$ cat src/rtl/fc_neuron_seq.sv
// rtl/fc_neuron_seq.sv - time-multiplexed fully-connected neuron, LANES MACs per beat
// Two-stage product/reduction pipeline feeding a wide accumulator, with optional ReLU.
module fc_neuron_seq #(
  parameter int WIDTH     = 8,
  parameter int W_WIDTH   = 8,
  parameter int IN        = 128,
  parameter int LANES     = 4,
  parameter int ACC_WIDTH = WIDTH + W_WIDTH + $clog2(IN) + 1
) (
  input  logic                              clk,
  input  logic                              rst_n,
  input  logic                              relu_en,
  input  logic signed [WIDTH+W_WIDTH-1:0]   bias,
  input  logic                              in_valid,
  output logic                              in_ready,
  input  logic        [LANES*WIDTH-1:0]     x_data,
  input  logic        [LANES*W_WIDTH-1:0]   w_data,
  output logic                              out_valid,
  input  logic                              out_ready,
  output logic signed [ACC_WIDTH-1:0]       z
);

  localparam int PW    = WIDTH + W_WIDTH;
  localparam int BEATS = IN / LANES;
  localparam int BCW   = (BEATS > 1) ? $clog2(BEATS) : 1;
  localparam logic [BCW-1:0] LAST_BEAT = BCW'(BEATS - 1);

  generate
    if (IN % LANES != 0) begin : g_bad_lanes
      $error("IN must be a multiple of LANES");
    end
  endgenerate

  typedef enum logic [1:0] {ACCEPT, DRAIN, OUT} state_t;
  state_t state, state_nxt;

  logic [BCW-1:0]               beat_cnt;
  logic signed [PW-1:0]         prod_c [LANES];
  logic signed [PW-1:0]         p1_prod [LANES];
  logic                         p1_valid, p2_valid, acc_valid;
  logic signed [ACC_WIDTH-1:0]  lane_sum, p2_sum, acc, acc_bias;
  logic signed [PW-1:0]         bias_reg;
  logic                         relu_en_reg;
  logic                         in_fire, out_fire, last_beat, pipe_empty;

  assign in_fire    = in_valid && in_ready;
  assign out_fire   = out_valid && out_ready;
  assign last_beat  = (beat_cnt == LAST_BEAT);
  // acc_valid delays the drain by one cycle so z is formed from a settled accumulator
  assign pipe_empty = !p1_valid && !p2_valid && !acc_valid;

  always_ff @(posedge clk or negedge rst_n) begin
    if (!rst_n) state <= ACCEPT;
    else        state <= state_nxt;
  end

  always_comb begin
    state_nxt = state;
    case (state)
      ACCEPT:  if (in_fire && last_beat) state_nxt = DRAIN;
      DRAIN:   if (pipe_empty)           state_nxt = OUT;
      OUT:     if (out_fire)             state_nxt = ACCEPT;
      default:                           state_nxt = ACCEPT;
    endcase
  end

  always_comb begin
    in_ready = (state == ACCEPT);
  end

  always_comb begin
    for (int k = 0; k < LANES; k++) begin
      prod_c[k] = PW'($signed(x_data[k*WIDTH +: WIDTH])) *
                  PW'($signed(w_data[k*W_WIDTH +: W_WIDTH]));
    end
  end

  always_comb begin
    lane_sum = '0;
    for (int k = 0; k < LANES; k++) begin
      lane_sum = lane_sum + ACC_WIDTH'(p1_prod[k]);
    end
  end

  assign acc_bias = acc + ACC_WIDTH'(bias_reg);

  always_ff @(posedge clk or negedge rst_n) begin
    if (!rst_n) begin
      beat_cnt    <= '0;
      p1_valid    <= 1'b0;
      p2_valid    <= 1'b0;
      acc_valid   <= 1'b0;
      p2_sum      <= '0;
      acc         <= '0;
      bias_reg    <= '0;
      relu_en_reg <= 1'b0;
      out_valid   <= 1'b0;
      z           <= '0;
      for (int k = 0; k < LANES; k++) p1_prod[k] <= '0;
    end else begin
      p1_valid  <= in_fire;
      p2_valid  <= p1_valid;
      acc_valid <= p2_valid;
      if (in_fire) begin
        for (int k = 0; k < LANES; k++) p1_prod[k] <= prod_c[k];
        beat_cnt <= last_beat ? '0 : beat_cnt + BCW'(1);
        if (beat_cnt == '0) begin
          bias_reg    <= bias;
          relu_en_reg <= relu_en;
        end
      end
      if (p1_valid) p2_sum <= lane_sum;
      if (out_fire)      acc <= '0;
      else if (p2_valid) acc <= acc + p2_sum;
      if (state == DRAIN && pipe_empty) begin
        z         <= (relu_en_reg && acc_bias[ACC_WIDTH-1]) ? '0 : acc_bias;
        out_valid <= 1'b1;
      end else if (out_fire) begin
        out_valid <= 1'b0;
      end
    end
  end

endmodule

$ cat config.mk
export PLATFORM = sky130hd
export DESIGN_NAME = fc_neuron_seq
export DESIGN_NICKNAME = d
export VERILOG_FILES = /design/src/rtl/fc_neuron_seq.sv
export SDC_FILE = /design/constraint.sdc
export NUM_CORES = 1
export LEC_CHECK = 0
export ABC_AREA = 1
export CORE_MARGIN = 8
export CORE_UTILIZATION = 57
export DETAILED_ROUTE_END_ITERATION = 12
export PLACE_DENSITY = 0.79
export SLEW_MARGIN = 20
export SYNTH_ARGS = -nofsm -noshare
export SYNTH_HDL_FRONTEND = slang
export SYNTH_SLANG_ARGS = --single-unit
$ cat constraint.sdc
create_clock -name clk -period 3.2 [get_ports clk]
set_clock_uncertainty 0.15 [all_clocks]
set_input_delay 0.32 -clock clk [delete_from_list [all_inputs] [get_ports clk]]
set_output_delay 0.32 -clock clk [all_outputs]
set_load 0.03 [all_outputs]
Word-level counts from Yosys, hierarchy flattened
Index checks and enable logic that the tools add are counted.
W data, S select, Z words.
{ "classes": {"add_sub_neg": 6, "mux": 10, "reduce_logical": 16, "eq_ne": 6, "n_mul": 4} }
{ "op_table": {"columns": ["operator", "n"], "rows": [
  ["$mux W24", 3],
  ["$mul A8 B8 Y16", 4],
  ["$add A24 B16 Y24", 1],
  ["$add A24 B24 Y24", 1],
  ["$add A18 B16 Y19", 1],
  ["$add A17 B16 Y18", 1],
  ["$add A16 B16 Y17", 1],
  ["$logic_and A1 B1 Y1", 7],
  ["$mux W2", 3],
  ["$pmux W2 S3", 1],
  ["$add A5 B1 Y5 const B", 1],
  ["$eq A5 B5 Y1 const B", 1],
  ["$logic_not A5 Y1", 1],
  ["$mux W5", 1],
  ["$ne A2 B2 Y1 const B", 2],
  ["$reduce_bool A2 Y1", 2],
  ["$logic_not A1 Y1", 3],
  ["$reduce_and A3 Y1", 1],
  ["$eq A2 B1 Y1 const B", 1],
  ["$eq A2 B2 Y1 const B", 1],
  ["$logic_not A2 Y1", 1],
  ["$mux W1", 2],
  ["$ne A2 B1 Y1 const B", 1],
  ["$reduce_and A2 Y1", 1]
]} }
{ "word_totals": {"in_bits": 85, "output_inout_bits": 26, "reg_bits": 164} }

Longest topological paths before layout
Gate-level depths: netlist of run 1.
{ "depth": {"depth_word": 5, "ltp_mapped": 20, "ltp_nobuf": 19} }

Worst setup path after synthesis of run 1
No wires, ideal clock.
{ "synth_timing": {"kind": "input-to-reg", "startpoint": "input w_data[10]", "endpoint": "register p1_prod[47] (netlist bit)", "stages": 17, "t_arrival_ps": 3928, "slack_ps": -995, "path_buffers": 1, "setup_time_ps": 117, "path_cell_list": "clkbuf_1 > nand2_1 > fa_1 > inv_1 > fa_1 > inv_1 > fa_1 > inv_1 > fa_1 > ha_1 > inv_1 > nor3_1 > nand3_1 > nand3_1 > nand3_1 > nand3_1 > nand2_1"} }
{ "synth_via": {"elab_chain_len": 1} }
{ "synth_rtl": {"columns": ["item", "line", "source"], "rows": [
  ["from (decl)", "17", "input logic [LANES*W_WIDTH-1:0] w_data,"],
  ["$mul A8 B8 Y16", "73", "prod_c[k] = PW'($signed(x_data[k*WIDTH +: WIDTH])) *"],
  ["to (decl)", "39", "logic signed [PW-1:0] p1_prod [LANES];"]
]} }
Every way passes these cells.
A chain may end at the register's enable or synchronous reset.

Worst setup path in the final report of run 1
{ "layout_timing": {"startpoint": "input w_data[23]", "endpoint": "register p1_prod[26] (netlist bit)"} }
Same word-level chain as after synthesis.

==> impl_metrics.csv, run 1 <==
group,metric,value,unit
final_layout,reg_top3,"p1_prod (64), acc (24), z (24)",
final_layout,largest-register,"p1_prod",
worst_setup_path,crit_type,"in -> reg",
routing,wl,59500,microns
floorplan,core,36600,sq um
floorplan,start_util,58.0,%
yosys,synth_fp_nets,3349,
timing,setup_viol,39,
global_routing,antenna_found_initial,0,
timing,whs,0.224,ns
final_layout,largest_reg_flops,64,
worst_setup_path,end_kind,"flip-flop",
worst_setup_path,cp-start-kind,"input pin",
placed_design,routabilityCongestion,0.970,
floorplan,die_area,43700,sq um
clock_tree,cts_max_level,4,
timing,timing.final.crit_period,3.89,ns
routing,drtIter0Drc,1530,
yosys,synth-main-ff-cell,"dfrtp_1",
yosys,synth-edff-count,0,
yosys,synth_top_area_share,24.1,%
global_routing,use_met3,3.58,%
final_layout,area_delta_synth_final,28.9,%
final_layout,antenna_cells,0,
final_layout,final_common_cell,"nand2_1",
yosys,synth_cells,2826,
routing,antenna_left,0,
routing,wl_per_cell,16.5,microns
min_path,holdPathStages,4,
final_layout,drive_gt1_share,26.4,%
clock_tree,clk_pin_slew,0.07,ns
clock_tree,clockBufferDepth,2,
clock_tree,cts_root_buf,"clkbuf_16",
yosys,ys_types,45,
outcome,status,"finished, violations left",
routing,num_vias,19509,
yosys,synth_top_cell_by_area,"fa_1",
routing,vias_per_cell,5.40,
global_routing,grt_usage,26.3,%
global_routing,grtUsageMet1,31.0,%
min_path,min_path_type,"in -> reg",
final_layout,layout_common_cells,"nand2_1 (706), inv_1 (544), fa_1 (226)",
floorplan,dieHeight,209,microns
floorplan,die_x,209,microns
worst_setup_path,crit_required,3.33,ns
min_path,min_from,"w_data[16]",
final_layout,nets,3654,
global_routing,grt_pass1_wl,96000,microns
timing,hold_viol_final,0,
outcome,violations,"setup timing",
worst_setup_path,r2r_cells,15,
yosys,syn-cell-area,21200,sq um
clock_tree,cts_buffers,17,
timing,max_freq,0.257,GHz
min_path,min_to,"p1_prod[16]",
global_routing,grt_max_degree,94,
worst_setup_path,worstPathArrival,4.03,ns
yosys,synth_seq_area_share,18.8,%
worst_setup_path,r2r_end,"p2_sum[17]",
timing,finalMaxSlewViolations,0,
yosys,syn_avg_cell_area,7.51,sq um
yosys,yosys_warnings,0,
placed_design,dpl.hpwl,43900,microns
timing,worstMarginPinSlew,0.850,ns
yosys,ys_seq_elements,159,
placed_design,io_buffer_count,110,
global_routing,grt_pass1_vias,20473,
global_routing,grt_use_met2,48.0,%
clock_tree,cts_sinks,159,
worst_setup_path,r2r_start,"p1_prod[1]",
timing,max_slew_margin,43.3,%
worst_setup_path,reg2reg_slack,0.08,ns
clock_tree,cts_tree,"yes",
yosys,synth_area_leaders,"fa_1 (24%), dfrtp_1 (19%), nand2_1 (14%)",
yosys,async_flop_share,100,%
timing,rsz0062_at_grt,"true",
global_routing,grt-busiest-layer,"met2",
routing,drt_pass1_iterations,8,
timing,period_share,122,%
floorplan,pin_count,111,
global_routing,grt_overflow,0,
floorplan,num_rows,70,
worst_setup_path,cp_max_fo,6,
run,max_cap_violations,0,
clock_tree,worstSkewPairLatency,0.44,ns
routing,drc,0,
timing,setup_slack,-0.693,ns
-- worst max-delay path by stage --
stage	to	slack, ns	from
finish	p1_prod[26]	-0.69	w_data[23]
global route	p1_prod[28]	-0.78	w_data[23]
CTS	p1_prod[28]	-0.56	w_data[23]
detailed placement	p1_prod[28]	-1.51	x_data[22]
global placement	p1_prod[28]	-1.40	x_data[22]
floorplan	p1_prod[28]	-0.73	x_data[21]
-- stage by stage --
step | worst slack, ns | std cells | util (%) | cell area (sq um) | TNS, ns
after floorplan | -0.734 | 2826 | - | 22300 | -20.29
after global placement | -1.40 | 3529 | 67.7 | 24800 | -52.21
after detailed placement | -1.51 | 3529 | 67.7 | 24800 | -55.73
after CTS | -0.557 | 3598 | 72.7 | 26600 | -14.71
after global routing | -0.780 | 3611 | 74.7 | 27400 | -22.39
final | -0.693 | 3611 | 74.7 | 27400 | -17.65
-- cell type report --
cell class	instances	area, sq um
tap	468	586
multi-input combinational	1929	16400
inverter	649	2490
clock buffer	19	443
clock inverter	12	138
timing repair buffer	375	3280
sequential	159	3980
fill	2537	9260
-- routing by layer --
layer / vias up / share of wire, %
met2: 675 / 52
li1: 9158 / -
met1: 9509 / 39
met3: 167 / 5.1
met5: - / 0
met4: 0 / 4.0
-- cells in the mapped netlist (all sizes together), types with 14 or more instances --
master	instances
nand4	32
xnor2	38
nand3	123
a21oi	100
a31oi	18
dfrtp	159
nor2	139
o21ai	131
nor3	22
nand2	798
ha	183
clkbuf	75
mux2	17
or2	15
fa	255
xor2	31
buf	14
inv	647
-- cell families after synthesis --
kind of cell | Yosys count | share of synthesized area, %
flip-flops | 159 | 18.8
XOR/XNOR | 69 | 2.85
AND/OR/NAND/NOR | 1139 | 22.6
multiplexers | 17 | 1.08
AO/OA/AOI/OAI | 266 | 6.62
buffers and inverters | 738 | 13.3
adder cells (fa/ha/maj) | 438 | 34.9
-- critical path, stage by stage --
cell,delay [ns]
buf_8,0.09
inv_8,0.04
or2_4,0.24
fa_1,0.47
fa_1,0.53
inv_2,0.05
fa_1,0.56
inv_1,0.06
fa_1,0.49
inv_2,0.05
ha_4,0.27
a21oi_4,0.16
o21ai_2,0.10
nor2_2,0.17
buf_4,0.15
xor2_1,0.17
o21ai_0,0.09
-- what timing repair did --
action / CTS / global route
endpoints found under the hold margin: 48 / 0
resized for setup: 606 / 195
buffers inserted: 37 / 17
cloned: 0 / 0
hold buffers: 1 / 0
endpoints found under the setup margin: 45 / 48
pin swaps: 209 / 119
Power of run 1 is not shown: default switching activity piles up to over one toggle a cycle in this logic, so the estimate is an artifact.
==> run 2, diff against run 1 <==
--- a/config.mk
+++ b/config.mk
@@ -5,9 +5,7 @@
 export SDC_FILE = /design/constraint.sdc
 export NUM_CORES = 1
 export LEC_CHECK = 0
-export ABC_AREA = 1
-export CORE_MARGIN = 8
-export CORE_UTILIZATION = 57
+export CORE_UTILIZATION = 56
 export DETAILED_ROUTE_END_ITERATION = 12
 export PLACE_DENSITY = 0.79
 export SLEW_MARGIN = 20
==> run 2 against run 1 <==
- the run still ends with setup timing left
- sequential cell count unchanged
- non-clock buffer count up 3
- first-iteration DRC count down 46%
- register-to-register slack worse by 0.52 ns
- critical endpoint is now p1_prod[63]
- largest cell class unchanged
==> impl_metrics.csv, run 2 <==
group,metric,value,unit
worst_setup_path,critPathTopFamily,"adder cells",
yosys,synth_cells,2037,
yosys,ys_types,64,
yosys,synth_top_cell_by_area,"fa_1",
global_routing,grt_overflow,0,
placed_design,routabilityCongestion,0.916,
worst_setup_path,cp_num_cells,20,
routing,wl,47800,microns
worst_setup_path,crit_type,"in -> reg",
routing,drt_pass1_iterations,6,
yosys,synth_top_area_share,26.5,%
timing,hold_viol_final,0,
worst_setup_path,cpMostUsedCell,"fa_1",
min_path,min_path_type,"in -> reg",
placed_design,io_buffer_count,110,
timing,max_slew_margin,35.7,%
final_layout,nets,2927,
yosys,ys_seq_elements,159,
worst_setup_path,end_kind,"flip-flop",
floorplan,pin_count,111,
final_layout,largest-register,"p1_prod",
routing,drtIter0Drc,826,
worst_setup_path,crit_required,3.34,ns
routing,vias_per_cell,5.47,
min_path,holdPathStages,4,
final_layout,area_delta_synth_final,26.8,%
global_routing,grt_pass1_wl,76900,microns
worst_setup_path,cp_max_fo,2,
timing,fin_setup_tns,-24.24,ns
timing,setup_slack,-0.938,ns
timing,max_freq,0.242,GHz
clock_tree,clk_pin_slew,0.07,ns
final_layout,reg_top3,"p1_prod (64), acc (24), z (24)",
final_layout,multi_input_area,14900,sq um
floorplan,die_area,35200,sq um
placed_design,dpl.hpwl,34900,microns
global_routing,grt_usage,26.5,%
routing,wl_per_cell,16.7,microns
floorplan,start_util,57.3,%
clock_tree,cts_buffers,17,
clock_tree,worstSkewPairLatency,0.44,ns
final_layout,largest_reg_flops,64,
clock_tree,cts_root_buf,"clkbuf_16",
clock_tree,cts_sinks,159,
run,max_cap_violations,0,
timing,worstMarginPinSlew,0.963,ns
clock_tree,cts_max_level,4,
outcome,violations,"setup timing",
floorplan,num_rows,67,
final_layout,antenna_cells,0,
outcome,status,"finished, violations left",
yosys,synth_fp_nets,2560,
worst_setup_path,worstPathArrival,4.28,ns
routing,drc,0,
worst_setup_path,slowest_stage,"fa_1",
yosys,async_flop_share,100,%
worst_setup_path,max_stage_delay,0.55,ns
global_routing,grt_max_degree,122,
global_routing,grt_pass1_vias,16577,
worst_setup_path,cp-start-kind,"input pin",
clock_tree,clockBufferDepth,2,
timing,finalMaxSlewViolations,0,
yosys,synth_seq_area_share,20.6,%
floorplan,dieHeight,188,microns
floorplan,core,33700,sq um
yosys,syn-cell-area,19300,sq um
final_layout,seqCellArea,3980,sq um
clock_tree,cts_tree,"yes",
yosys,syn_avg_cell_area,9.47,sq um
worst_setup_path,cp_cell_sequence,"buf_8 -> and2_4 -> fa_1 -> inv_1 -> fa_1 -> inv_2 -> fa_1 -> inv_2 -> fa_1 -> inv_2 -> ha_4 -> buf_4 -> buf_6 -> inv_4 -> o21a_1 -> o21ai_2 -> a41oi_2 -> a21oi_2 -> xnor2_1 -> o21ai_1",
final_layout,drive_gt1_share,25.9,%
worst_setup_path,crit_buf_inv,8,
final_layout,final_common_cell,"inv_1",
yosys,synth-main-ff-cell,"dfrtp_1",
yosys,yosys_warnings,0,
final_layout,layout_common_cells,"inv_1 (318), buf_4 (263), fa_1 (238)",
timing,period_share,129,%
final_layout,fill_cells,2255,
routing,num_vias,15666,
timing,setup_viol,49,
floorplan,die_x,188,microns
timing,rsz0062_at_grt,"true",
yosys,ys_top_cells_by_count,"inv_1 (363), fa_1 (255), nand2_1 (202)",
yosys,synth_most_common_cell,"inv_1",
worst_setup_path,r2r_cells,9,
routing,antenna_left,0,
yosys,synth_area_leaders,"fa_1 (26%), dfrtp_1 (21%), ha_1 (12%)",
timing,timing.final.crit_period,4.14,ns
yosys,synth-edff-count,0,
global_routing,antenna_found_initial,0,
[run 2: cell count changes in the layout (fill, tap and decap cells not counted), sizes merged, moves of 61 or more]
| cell | previous run | this run |
|---|---|---|
| nand2 | 798 | 203 |
| nor2 | 139 | 71 |
| nand3 | 123 | 18 |
| and2 | 4 | 165 |
| o21ai | 131 | 70 |
| inv | 649 | 365 |
[run 2: cell families after synthesis]
kind of cell | synth area share (%)
adder cells (fa/ha/maj) | 38.3
XOR/XNOR | 4.62
AND/OR/NAND/NOR | 15.3
multiplexers | 2.70
buffers and inverters | 7.74
flip-flops | 20.6
AO/OA/AOI/OAI | 10.7
[run 2: worst paths after layout]
check | from | slack (ns) | end
min in group asynchronous | rst_n | 0.33 | z[21]
max | w_data[3] | -0.94 | p1_prod[63]
max in group asynchronous | rst_n | 1.70 | bias_reg[11]
min reg2reg | state[1] | 0.33 | state[0]
min | w_data[8] | 0.13 | p1_prod[32]
max reg2reg | p1_prod[8] | -0.44 | p2_sum[17]
[run 2: layout make-up]
class                   instances  area share [%]
clock inverters                11           0.537
flip-flops and latches        159            16.3
well taps                     448            2.29
repair buffers                378            12.5
clock buffers                  21            1.92
multi-input cells            1485            60.9
inverters                     363            5.61
[run 2: metrics by stage]
step	std cells	util (%)	hold slack [ns]	instance area, sq um	worst slack (ns)
2_1_floorplan	2037	-	-0.126	19400	-1.02
3_3_place_gp	2798	67.5	0.262	22700	-1.75
3_5_place_dp	2798	67.5	0.270	22700	-1.91
4_1_cts	2847	70.8	0.134	23800	-0.947
5_1_grt	2865	72.6	0.130	24500	-1.10
6_report	2865	72.6	0.135	24500	-0.938
[run 2: layer usage]
layer,GRT usage (%),routed length [microns],vias to the layer above
met2,48.1,25100,439
met1,32.9,19100,7792
li1,-,-,7302
met4,9.69,1900,0
met3,2.34,1760,133
met5,0,0,-
[run 2: worst reg2reg max path, stage by stage (launching register included)]
cell and delay, ns:
dfrtp_1 0.43, fa_1 0.60, fa_1 0.45, ha_1 0.22, or3_1 0.42, o211ai_1 0.39, a31oi_2 0.18, o41ai_2 0.27
xnor2_1 0.14, mux2_4 0.27
[run 2: timing repair]
item	in CTS	in global routing
hold endpoints to repair	81	0
gates resized for setup	412	152
cloned	0	1
pin swaps	110	113
buffers inserted	18	21
setup endpoints to repair	77	70
hold buffers	1	0
Power of run 2 is left out for the same reason.
==> run 3, diff against run 2 <==
--- a/config.mk
+++ b/config.mk
@@ -5,9 +5,11 @@
 export SDC_FILE = /design/constraint.sdc
 export NUM_CORES = 1
 export LEC_CHECK = 0
-export CORE_UTILIZATION = 56
+export ABC_CLOCK_PERIOD_IN_PS = 3200
+export CORE_UTILIZATION = 55
+export CTS_CLUSTER_SIZE = 28
 export DETAILED_ROUTE_END_ITERATION = 12
-export PLACE_DENSITY = 0.79
+export PLACE_DENSITY = 0.77
 export SLEW_MARGIN = 20
 export SYNTH_ARGS = -nofsm -noshare
 export SYNTH_HDL_FRONTEND = slang
==> run 3 against run 2 <==
- the run still ends with setup timing left
- sequential cell count unchanged
- design area down 0.41%
- critical path depth down 1
- routed wire length down 3.6%
- register-to-register slack better by 0.05 ns
- count of clock-buffer cells in the layout down 3
- via count down 1.0%
- global-route usage down 0.36 points
- setup slack worse by 0.014 ns
- worst hold slack better by 0.0082 ns
- fmax down 0.35%
- critical path type unchanged
==> impl_metrics.csv, run 3 (synthesis gave the netlist of run 2 again) <==
group,metric,value,unit
outcome,status,"finished, violations left",
outcome,violations,"setup timing",
clock_tree,cts_sinks,159,
worst_setup_path,worstPathArrival,4.35,ns
clock_tree,cts_buffers,17,
timing,timing.final.crit_period,4.15,ns
final_layout,final_common_cell,"inv_1",
final_layout,final_area,24400,sq um
routing,antenna_left,0,
floorplan,pin_count,111,
global_routing,grt_pass1_vias,16612,
global_routing,grt_pass1_wl,76700,microns
clock_tree,cts_max_level,4,
placed_design,io_buffer_count,110,
floorplan,die_x,189,microns
final_layout,layout_common_cells,"inv_1 (327), buf_4 (272), fa_1 (242)",
timing,max_freq,0.241,GHz
worst_setup_path,reg2reg_slack,-0.39,ns
final_layout,drive_gt1_share,24.8,%
global_routing,grt_max_degree,122,
worst_setup_path,crit_required,3.40,ns
global_routing,grt_use_met2,47.5,%
worst_setup_path,crit_type,"in -> reg",
clock_tree,clockBufferDepth,2,
timing,setup_slack,-0.952,ns
clock_tree,cts_root_buf,"clkbuf_16",
placed_design,placed_area,22800,sq um
timing,whs,0.143,ns
global_routing,grtUsageMet1,32.4,%
worst_setup_path,r2r_end,"p2_sum[17]",
floorplan,num_rows,68,
final_layout,largest_reg_flops,64,
routing,wl,46000,microns
routing,drc,0,
timing,setup_viol,46,
timing,rsz0062_at_grt,"true",
timing,max_slew_margin,43.1,%
worst_setup_path,r2r_cells,13,
floorplan,dieHeight,189,microns
clock_tree,clk_pin_slew,0.06,ns
run,max_cap_violations,0,
global_routing,grt_overflow,0,
worst_setup_path,startpoint,"w_data[28]",
floorplan,core,34500,sq um
placed_design,dpl.hpwl,35200,microns
final_layout,largest-register,"p1_prod",
timing,hold_viol_final,0,
timing,worstMarginPinSlew,0.853,ns
min_path,min_path_type,"in -> reg",
floorplan,die_area,35800,sq um
worst_setup_path,end_kind,"flip-flop",
clock_tree,cts_tree,"yes",
timing,finalMaxSlewViolations,0,
final_layout,fill_cells,2541,
final_layout,area_delta_synth_final,26.3,%
routing,wl_per_cell,16.0,microns
worst_setup_path,cp_max_fo,3,
final_layout,nets,2933,
worst_setup_path,critPathCapture,"p1_prod[12]",
routing,vias_per_cell,5.39,
global_routing,antenna_found_initial,0,
timing,period_share,130,%
placed_design,routabilityCongestion,0.929,
routing,drt_pass1_iterations,7,
worst_setup_path,cp-start-kind,"input pin",
final_layout,reg_top3,"p1_prod (64), acc (24), z (24)",
clock_tree,worstSkewPairLatency,0.43,ns
worst_setup_path,r2r_start,"p1_prod[33]",
global_routing,grt_usage,26.2,%
final_layout,antenna_cells,0,
global_routing,use_met3,2.80,%
routing,drtIter0Drc,751,
routing,num_vias,15505,
floorplan,start_util,55.9,%
global_routing,grt-busiest-layer,"met2",
run 3: stage by stage:
step / instances / TNS, ns / utilization, % / worst slack, ns
floorplan: 2037 / -22.68 / - / -1.02
global placement: 2814 / -58.32 / 66.0 / -1.76
detailed placement: 2814 / -62.94 / 66.0 / -1.85
CTS: 2858 / -22.38 / 69.1 / -0.938
global route: 2875 / -30.43 / 70.6 / -1.07
finish: 2875 / -24.24 / 70.6 / -0.952
run 3: repair_timing:
item                       in CTS  in global routing
setup buffers                  16                 19
resized for setup             392                147
hold buffers                    1                  0
setup endpoints to repair      78                 57
cloned                          0                  1
hold endpoints to repair       68                  0
pin swaps                      92                114
run 3: metal layers:
| layer | wire (microns) | up-vias |
|---|---|---|
| met5 | 0 | - |
| met4 | 1500 | 0 |
| met2 | 24100 | 390 |
| met1 | 18900 | 7676 |
| met3 | 1640 | 110 |
| li1 | - | 7329 |
run 3: how the worst min path moves through the flow:
stage	cells past startpoint	from	endpoint	slack, ns
5_1_grt	4	w_data[0]	p1_prod[48]	0.16
3_5_place_dp	1	rst_n	z[22]	0.23
6_report	4	w_data[0]	p1_prod[48]	0.14
4_1_cts	4	w_data[16]	p1_prod[16]	0.16
3_3_place_gp	1	rst_n	z[22]	0.22
2_1_floorplan	0	rst_n	acc[0]	-0.13
run 3: cell type report:
| cell class | count | area (sq um) | area share [%] |
|---|---|---|---|
| inverters | 363 | 1370 | 5.61 |
| well taps | 455 | 569 | 2.34 |
| repair buffers | 384 | 3140 | 12.9 |
| clock buffers | 18 | 429 | 1.76 |
| clock inverters | 11 | 144 | 0.590 |
| multi-input cells | 1485 | 14700 | 60.5 |
| flip-flops and latches | 159 | 3980 | 16.3 |
run 3: worst max-delay path, cell delays in order:
cell and delay [ns]:
buf_8 0.10, and2_4 0.15, fa_1 0.54, inv_2 0.04, fa_1 0.47, inv_1 0.05
fa_1 0.53, inv_1 0.05, fa_1 0.50, inv_2 0.05, ha_4 0.26, o21ai_4 0.08
a21oi_2 0.08, o21a_1 0.18, o21a_1 0.20, buf_4 0.14, o21a_1 0.21, o21a_1 0.21
o31ai_2 0.20
Power of run 3 is left out for the same reason.
